<file path="src/rtl/parc_mem_port_arb.sv">
// ---------------------------------------------------------------------------
// parc_mem_port_arb
//
// Two-to-one memory port arbiter sitting directly below the PARCv2 core.
// The imem (port 0) and dmem (port 1) request streams are merged onto one
// memory request port with round-robin priority. Memory answers in issue
// order, so a small FIFO of port IDs is enough to route each response back
// to the port that issued the matching request.
//
// Optional feature: define PARC_MEM_ARB_STATS_EN to build the grant and
// conflict counters. When it is undefined, the stat_* outputs remain on the
// port list but are tied to zero.
//
// Message layouts follow the vc mem formats:
//   request  = {type, addr, len, data}
//   response = {type, len, data}
// The arbiter never looks inside a message. It only passes messages through.
// ---------------------------------------------------------------------------
module parc_mem_port_arb #(
    parameter  int p_max_out = 4,
    parameter  int p_addr_sz = 32,
    parameter  int p_data_sz = 32,
    localparam int c_len_sz  = $clog2(p_data_sz / 8),
    localparam int c_req_sz  = 1 + p_addr_sz + c_len_sz + p_data_sz,
    localparam int c_resp_sz = 1 + c_len_sz + p_data_sz
) (
    input  logic                 clk,
    input  logic                 reset,

    input  logic [c_req_sz-1:0]  ireq_msg,
    input  logic                 ireq_val,
    output logic                 ireq_rdy,
    output logic [c_resp_sz-1:0] iresp_msg,
    output logic                 iresp_val,

    input  logic [c_req_sz-1:0]  dreq_msg,
    input  logic                 dreq_val,
    output logic                 dreq_rdy,
    output logic [c_resp_sz-1:0] dresp_msg,
    output logic                 dresp_val,

    output logic [c_req_sz-1:0]  memreq_msg,
    output logic                 memreq_val,
    input  logic                 memreq_rdy,
    input  logic [c_resp_sz-1:0] memresp_msg,
    input  logic                 memresp_val,

    output logic                 resp_err,

    output logic [31:0]          stat_igrant,
    output logic [31:0]          stat_dgrant,
    output logic [31:0]          stat_conflict
);

    // Port identifiers. They are used both as the priority pointer value and
    // as the entries stored in the ID FIFO.
    localparam logic [0:0] PORT_I = 1'b0;
    localparam logic [0:0] PORT_D = 1'b1;

    localparam int c_ptr_sz = $clog2(p_max_out);

    localparam logic [c_ptr_sz:0]   c_full_cnt = (c_ptr_sz + 1)'(p_max_out);
    localparam logic [c_ptr_sz:0]   c_cnt_one  = (c_ptr_sz + 1)'(1);
    localparam logic [c_ptr_sz-1:0] c_ptr_one  = c_ptr_sz'(1);

    // ID FIFO state. Because p_max_out is a power of two, the read and write
    // pointers wrap on their own. count tells full apart from empty.
    logic [0:0]          id_mem [p_max_out];
    logic [c_ptr_sz-1:0] wr_ptr;
    logic [c_ptr_sz-1:0] rd_ptr;
    logic [c_ptr_sz:0]   count;

    // Round-robin pointer: the port that wins a tie.
    logic [0:0] prio;

    logic       full;
    logic       empty;
    logic [0:0] grant;
    logic       fire;
    logic       pop;
    logic [0:0] head_id;

    assign full    = (count == c_full_cnt);
    assign empty   = (count == '0);
    assign head_id = id_mem[rd_ptr];

    // Choose the granted port. A lone requester always wins. When both ports
    // request, the priority pointer decides. When neither requests, port 0 is
    // selected, but memreq_val stays low.
    always_comb begin
        grant = PORT_I;
        if (ireq_val && dreq_val) begin
            grant = prio;
        end else if (dreq_val) begin
            grant = PORT_D;
        end
    end

    // Request side. Issue is blocked while the FIFO is full, even if a pop
    // frees a slot in the same cycle. This keeps count off any path from
    // memresp_val to memreq_val.
    always_comb begin
        memreq_val = (ireq_val || dreq_val) && !full;
        memreq_msg = (grant == PORT_D) ? dreq_msg : ireq_msg;
        fire       = memreq_val && memreq_rdy;
        ireq_rdy   = (grant == PORT_I) && memreq_rdy && !full && ireq_val;
        dreq_rdy   = (grant == PORT_D) && memreq_rdy && !full && dreq_val;
    end

    // Response side. The head ID steers the response to its port. A response
    // that arrives with nothing in flight is dropped, and resp_err records it.
    always_comb begin
        pop       = memresp_val && !empty;
        iresp_val = pop && (head_id == PORT_I);
        dresp_val = pop && (head_id == PORT_D);
        iresp_msg = memresp_msg;
        dresp_msg = memresp_msg;
    end

    // Write the granted port ID into the FIFO slot at the write pointer.
    always_ff @(posedge clk or negedge reset) begin
        if (!reset) begin
            for (int i = 0; i < p_max_out; i++) begin
                id_mem[i] <= PORT_I;
            end
        end else if (fire) begin
            id_mem[wr_ptr] <= grant;
        end
    end

    // Update the FIFO pointers and the occupancy count.
    always_ff @(posedge clk or negedge reset) begin
        if (!reset) begin
            wr_ptr <= '0;
            rd_ptr <= '0;
            count  <= '0;
        end else begin
            if (fire) begin
                wr_ptr <= wr_ptr + c_ptr_one;
            end
            if (pop) begin
                rd_ptr <= rd_ptr + c_ptr_one;
            end
            case ({fire, pop})
                2'b10:   count <= count + c_cnt_one;
                2'b01:   count <= count - c_cnt_one;
                default: count <= count;
            endcase
        end
    end

    // Round-robin: after each issue, the winner becomes the low-priority port.
    always_ff @(posedge clk or negedge reset) begin
        if (!reset) begin
            prio <= PORT_I;
        end else if (fire) begin
            prio <= (grant == PORT_I) ? PORT_D : PORT_I;
        end
    end

    // Sticky error flag for a response with no matching request. Only reset
    // clears it.
    always_ff @(posedge clk or negedge reset) begin
        if (!reset) begin
            resp_err <= 1'b0;
        end else if (memresp_val && empty) begin
            resp_err <= 1'b1;
        end
    end

`ifdef PARC_MEM_ARB_STATS_EN

    logic [31:0] igrant_cnt;
    logic [31:0] dgrant_cnt;
    logic [31:0] conflict_cnt;

    // Count issues per port, plus the cycles where both ports want the
    // memory and the FIFO has room. The counters wrap at 2^32.
    always_ff @(posedge clk or negedge reset) begin
        if (!reset) begin
            igrant_cnt   <= 32'd0;
            dgrant_cnt   <= 32'd0;
            conflict_cnt <= 32'd0;
        end else begin
            if (fire && (grant == PORT_I)) begin
                igrant_cnt <= igrant_cnt + 32'd1;
            end
            if (fire && (grant == PORT_D)) begin
                dgrant_cnt <= dgrant_cnt + 32'd1;
            end
            if (ireq_val && dreq_val && !full) begin
                conflict_cnt <= conflict_cnt + 32'd1;
            end
        end
    end

    assign stat_igrant   = igrant_cnt;
    assign stat_dgrant   = dgrant_cnt;
    assign stat_conflict = conflict_cnt;

`else

    assign stat_igrant   = 32'd0;
    assign stat_dgrant   = 32'd0;
    assign stat_conflict = 32'd0;

`endif

endmodule
</file>
<file path="config.mk">
export PLATFORM = sky130hd
export DESIGN_NAME = parc_mem_port_arb
export DESIGN_NICKNAME = d
export VERILOG_FILES = /design/src/rtl/parc_mem_port_arb.sv
export SDC_FILE = /design/constraint.sdc
export NUM_CORES = 1
export LEC_CHECK = 0
export ABC_AREA = 1
export CORE_AREA = 4 4 159 161
export CTS_CLUSTER_SIZE = 16
export DETAILED_ROUTE_END_ITERATION = 8
export DIE_AREA = 0 0 163 165
export GPL_ROUTABILITY_DRIVEN = 0
export PLACE_DENSITY = 0.58
export SYNTH_ARGS = -nofsm -noshare
export SYNTH_HDL_FRONTEND = slang
export SYNTH_SLANG_ARGS = --single-unit
</file>
<file path="constraint.sdc">
create_clock -name clk -period 3.7 [get_ports clk]
set_clock_uncertainty 0.2 [all_clocks]
set_input_delay 0.74 -clock clk [delete_from_list [all_inputs] [get_ports clk]]
set_output_delay 0.74 -clock clk [all_outputs]
set_load 0.02 [all_outputs]
</file>
Yosys cells after proc, flatten, opt, wreduce, memory -nomap -nowiden
Index checks and enable logic that the tools add are counted.
{"block": "word_totals", "register_bits": 13, "out_inout_bits": 239}
{"block": "op_classes", "add_sub_neg": 4, "n_lt_le_gt_ge": 3, "eq_ne": 3, "n_mux": 11, "n_bitwise": 4, "reduce_logical": 19}
{"cell": "$mux 67", "count": 1}
{"cell": "$logic_and 1x1->1", "count": 14}
{"cell": "$ge 3x3->1 const B", "count": 2}
{"cell": "$mux 1", "count": 6}
{"cell": "$not 2->3", "count": 2}
{"cell": "$pmux 3 s2", "count": 1}
{"cell": "$add 2x1->2 const B", "count": 2}
{"cell": "$bwmux 4", "count": 1}
{"cell": "$add 3x1->3 const B", "count": 1}
{"cell": "$eq 3x3->1 const B", "count": 1}
{"cell": "$logic_not 3->1", "count": 1}
{"cell": "$lt 3x1->1 const B", "count": 1}
{"cell": "$sub 3x1->3 const B", "count": 1}
{"cell": "$bmux 1 s2", "count": 1}
{"cell": "$demux 1 s2", "count": 1}
{"cell": "$eq 2x1->1 const B", "count": 1}
{"cell": "$eq 2x2->1 const B", "count": 1}
{"cell": "$logic_not 1->1", "count": 2}
{"cell": "$not 1->1", "count": 2}
{"cell": "$reduce_bool 2->1", "count": 1}
{"cell": "$logic_or 1x1->1", "count": 1}

Logic depth before layout (Yosys ltp)
{"block": "logic_depth", "depth_word": 6, "depth_mapped": 10}

Least setup slack after synthesis
Ideal clock, no wire load.
{"block": "synth_path", "path_type": "input -> register", "from": "input port dreq_val", "to": "register count[2]", "setup_time_ns": 0.079, "t_arrival_ns": 2.168, "setup_slack_ns": 1.253, "path_stages": 9, "path_buffers": 0, "cell_sequence": "inv_1 -> nand2_1 -> nand2_1 -> ha_1 -> inv_1 -> fa_1 -> or2_2 -> nand2_1 -> xor2_1"}
{"block": "synth_between", "elab_chain_len": 5, "elab_cells_between_ends": 7, "classes_between": "2 x eq/ne; 1 x mux; 4 x reduce/logical"}
{"element": "start: declaration", "line": "37", "rtl": "input logic dreq_val,"}
{"element": "$logic_or 1x1->1 (*)", "line": "103", "rtl": "memreq_val = (ireq_val || dreq_val) && !full;"}
{"element": "$logic_and 1x1->1 (*)", "line": "103"}
{"element": "$logic_and 1x1->1 (*)", "line": "105", "rtl": "fire = memreq_val && memreq_rdy;"}
{"element": "$eq 2x1->1 / $eq 2x2->1 (equally long branches)", "line": "144", "rtl": "case ({fire, pop})"}
{"element": "$pmux 3 s2 / $reduce_bool 2->1 (equally long branches)"}
{"element": "end signal: assignment", "line": "145", "rtl": "2'b10: count <= count + c_cnt_one;"}
{"element": "end signal: assignment", "line": "146", "rtl": "2'b01: count <= count - c_cnt_one;"}
{"element": "end signal: assignment", "line": "147", "rtl": "default: count <= count;"}
{"element": "end: declaration", "line": "71", "rtl": "logic [c_ptr_sz:0] count;"}
Mark *: on every way between the ends. The rest lies on a longest branch, timed or not.
A chain may end at the register's enable or synchronous reset.

Worst setup path after layout
{"block": "layout_path", "from": "input port ireq_val", "to": "output port memreq_msg[57]"}
{"block": "layout_between", "elab_chain_len": 3}
{"element": "start: declaration", "line": "31", "rtl": "input logic ireq_val,"}
{"element": "$logic_and 1x1->1", "line": "92", "rtl": "if (ireq_val && dreq_val) begin"}
{"element": "$mux 1", "line": "92"}
{"element": "$mux 67", "line": "104", "rtl": "memreq_msg = (grant == PORT_D) ? dreq_msg : ireq_msg;"}
{"element": "end: declaration", "line": "42", "rtl": "output logic [c_req_sz-1:0] memreq_msg,"}
Every way passes these cells.

==> results.sh <==
export IMPL_rows=57
export IMPL_layout_min_cycle_time_ns=3.54
export IMPL_rsz0062_at_grt="false"
export IMPL_netlist_cell_type_count=27
export IMPL_max_freq_ghz=0.283
export IMPL_dr_total_vias=2837
export IMPL_track_usage=0.0671
export IMPL_nNetsFinal=791
export IMPL_powerDensity_nw_per_um2=356
export IMPL_grt_pass1_vias=2708
export IMPL_final_cell_mix="nand2_1, clkdlybuf4s50_1, conb_1, dfrtp_1, inv_1"
export IMPL_grt_use_met2=0.112
export IMPL_p_switching_w=0.000754
export IMPL_ys_ff_latch=13
export IMPL_dpl_cell_count=929
export IMPL_arrival_ns=2.60
export IMPL_finalNonFillerCells=933
export IMPL_io_buffers=212
export IMPL_antenna_cells=0
export IMPL_critPathKind="input pin to output pin"
export IMPL_startpoint_type="input pin"
export IMPL_wl_um=10500
export IMPL_cts_root_buf="clkbuf_16"
export IMPL_peakVddDrop_mv=0.266
export IMPL_slowest_delay_ns=0.65
export IMPL_slew_violations=0
export IMPL_crit_chain="clkdlybuf4s50_1 -> inv_2 -> nor2_4 -> nor2_8 -> inv_2 -> buf_12 -> nand2_1 -> nand2_1 -> clkdlybuf4s50_1"
export IMPL_fin_tns_setup_ns=0
export IMPL_syn_avg_cell_area_sq_um=6.05
export IMPL_crit_buf_inv=5
export IMPL_leakagePower_nw=2.22
export IMPL_run_status="finished, final reports clean"
export IMPL_grt_use_met3=0.0492
export IMPL_crit_family="buffers and inverters"
export IMPL_pin_count=414
export IMPL_synth_top_area_frac=0.436
export IMPL_syn_cell_area_sq_um=2860
export IMPL_core_area_sq_um=24000
export IMPL_grt_first_pass_wirelength_um=14300
export IMPL_dpl_hpwl_um=9230
export IMPL_wl_per_cell_um=11.2
export IMPL_critical_path_slowest_cell="clkdlybuf4s50_1"
export IMPL_cts_buffers=3
export IMPL_hold_class="flop to flop"
export IMPL_cts_resized=0
export IMPL_worstSkewPairLatency_ns=0.24
export IMPL_cp_required_ns=2.76
export IMPL_use_met1=0.0685
export IMPL_ys_warn_count=0
export IMPL_tightest_slew_ns=0.646
export IMPL_clkTransAtPathRegs_ns=0.04
export IMPL_grt_overflow=0
export IMPL_yosysTopAreaCell="buf_4"
export IMPL_worst_setup_path_end_kind="output pin"
export IMPL_cts_buffer_depth=2
export IMPL_drc=0
export IMPL_synth_seq_area_share=0.114
export IMPL_relSlewSlack=0.568
export IMPL_period_share=0.956
export IMPL_cts_tree="done"
export IMPL_reg2reg_slack_ns=1.25
export IMPL_ctsHoldBuffers=0
export IMPL_antenna_found_initial=0
export IMPL_vias_per_cell=3.04
export IMPL_setup_viol=0
export IMPL_clock_sinks=13
export IMPL_ant_nets=0
export IMPL_drive_above_1_share=0.0312
export IMPL_firstDrtPassIters=4
export IMPL_final_common_cell="nand2_1"
export IMPL_cts_setup_buffers=0
export IMPL_grt_max_degree=37
export IMPL_p_int_w=0.000880
export IMPL_cap_violations=0
export IMPL_syn2layout_area_growth_pct=60.7
export IMPL_initial_core_util=0.119
export IMPL_die_w_um=163
export IMPL_sw_frac_of_total=0.461
export IMPL_seq_power_share=0.163
export IMPL_dr_first_iter_drc_count=92
export IMPL_syn_inst=472
export IMPL_netlist_top_cells_area="buf_4, nand2_1, dfrtp_1, ha_1, nand4_1"
export IMPL_critical_path_max_fanout=36
export IMPL_comb_power_share=0.715
export IMPL_fp_dieArea_sq_um=26900
export IMPL_fp_dieH_um=165
export IMPL_htree_levels=1
export IMPL_pwr_share_clk=0.123
export IMPL_grt_busiest_layer="met2"
export IMPL_hold_viol=0
-- metrics by stage --
stage                     cell area, sq um  utilization  hold WS (ns)  total power (W)  setup WS (ns)
final                                 4590        0.191         0.265          0.00163          0.163
after global placement                4510        0.188         0.255          0.00144          0.141
after CTS                             4590        0.191         0.272          0.00166          0.127
after detailed placement              4510        0.188         0.262          0.00145          0.133
after global routing                  4590        0.191         0.291          0.00177         0.0624
after floorplan                       3210            -         0.244          0.00109           1.25
-- cell families after synthesis --
group,after synthesis,synth area share
compound gates,8,0.0202
xor+xnor,3,0.00920
other cells,1,0.00131
flops,13,0.114
buf+inv,195,0.483
fa+ha+maj,6,0.0289
simple gates,246,0.343
-- final timing paths --
| kind | from | end | cells past startpoint |
|---|---|---|---|
| worst min register to register | resp_err$_DFFE_PN0P_ | resp_err$_DFFE_PN0P_ | 1 |
| max in group asynchronous | reset | count[0]$_DFFE_PN0P_ | 1 |
| worst min-delay path | resp_err$_DFFE_PN0P_ | resp_err$_DFFE_PN0P_ | 1 |
| min in group asynchronous | reset | id_mem[3]$_DFFE_PN0P_ | 1 |
| worst max-delay path | ireq_val | memreq_msg[57] | 9 |
| worst max register to register | count[1]$_DFFE_PN0P_ | count[2]$_DFFE_PN0P_ | 10 |
-- per-layer routing --
metal / up-vias / wire length [um]
met5: - / 0
met4: 0 / 151
met3: 19 / 1810
met2: 210 / 5060
met1: 1176 / 3470
li1: 1432 / -
-- power groups by stage --
stage               clock network [W]  logic [W]  registers (W)
floorplan                           0   0.000832       0.000257
global placement                    0    0.00117       0.000266
detailed placement                  0    0.00118       0.000266
CTS                          0.000208    0.00118       0.000266
global route                 0.000215    0.00128       0.000277
finish                       0.000201    0.00117       0.000266
-- registers in the layout (all words and copies together) (netlist names) --
name / flops
id_mem: 4
count: 3
rd_ptr: 2
wr_ptr: 2
prio: 1
resp_err: 1
-- synthesized netlist by cell type --
master	instances
a21oi_4	1
nand2_1	225
and2_1	1
buf_6	2
dfrtp_1	13
xnor2_1	1
buf_2	8
nor2_4	1
buf_4	166
a21oi_1	2
nand3b_1	1
conb_1	1
o211ai_1	1
ha_1	5
buf_1	1
xor2_1	2
nor2_1	5
nand4_1	8
clkbuf_1	4
nand3_1	3
inv_2	2
nor2_8	1
a31o_2	1
o21ai_0	3
fa_1	1
or2_2	1
inv_1	12
-- final cells by class --
cell class | instances | area [sq um]
fillers | 2754 | 19400
flip-flops and latches | 13 | 325
multi-input cells | 359 | 1510
inverters | 14 | 52.6
clock buffers | 4 | 78.8
repair buffers | 219 | 2220
well taps | 324 | 405
No activity file was read; power rests on OpenSTA's default activity.
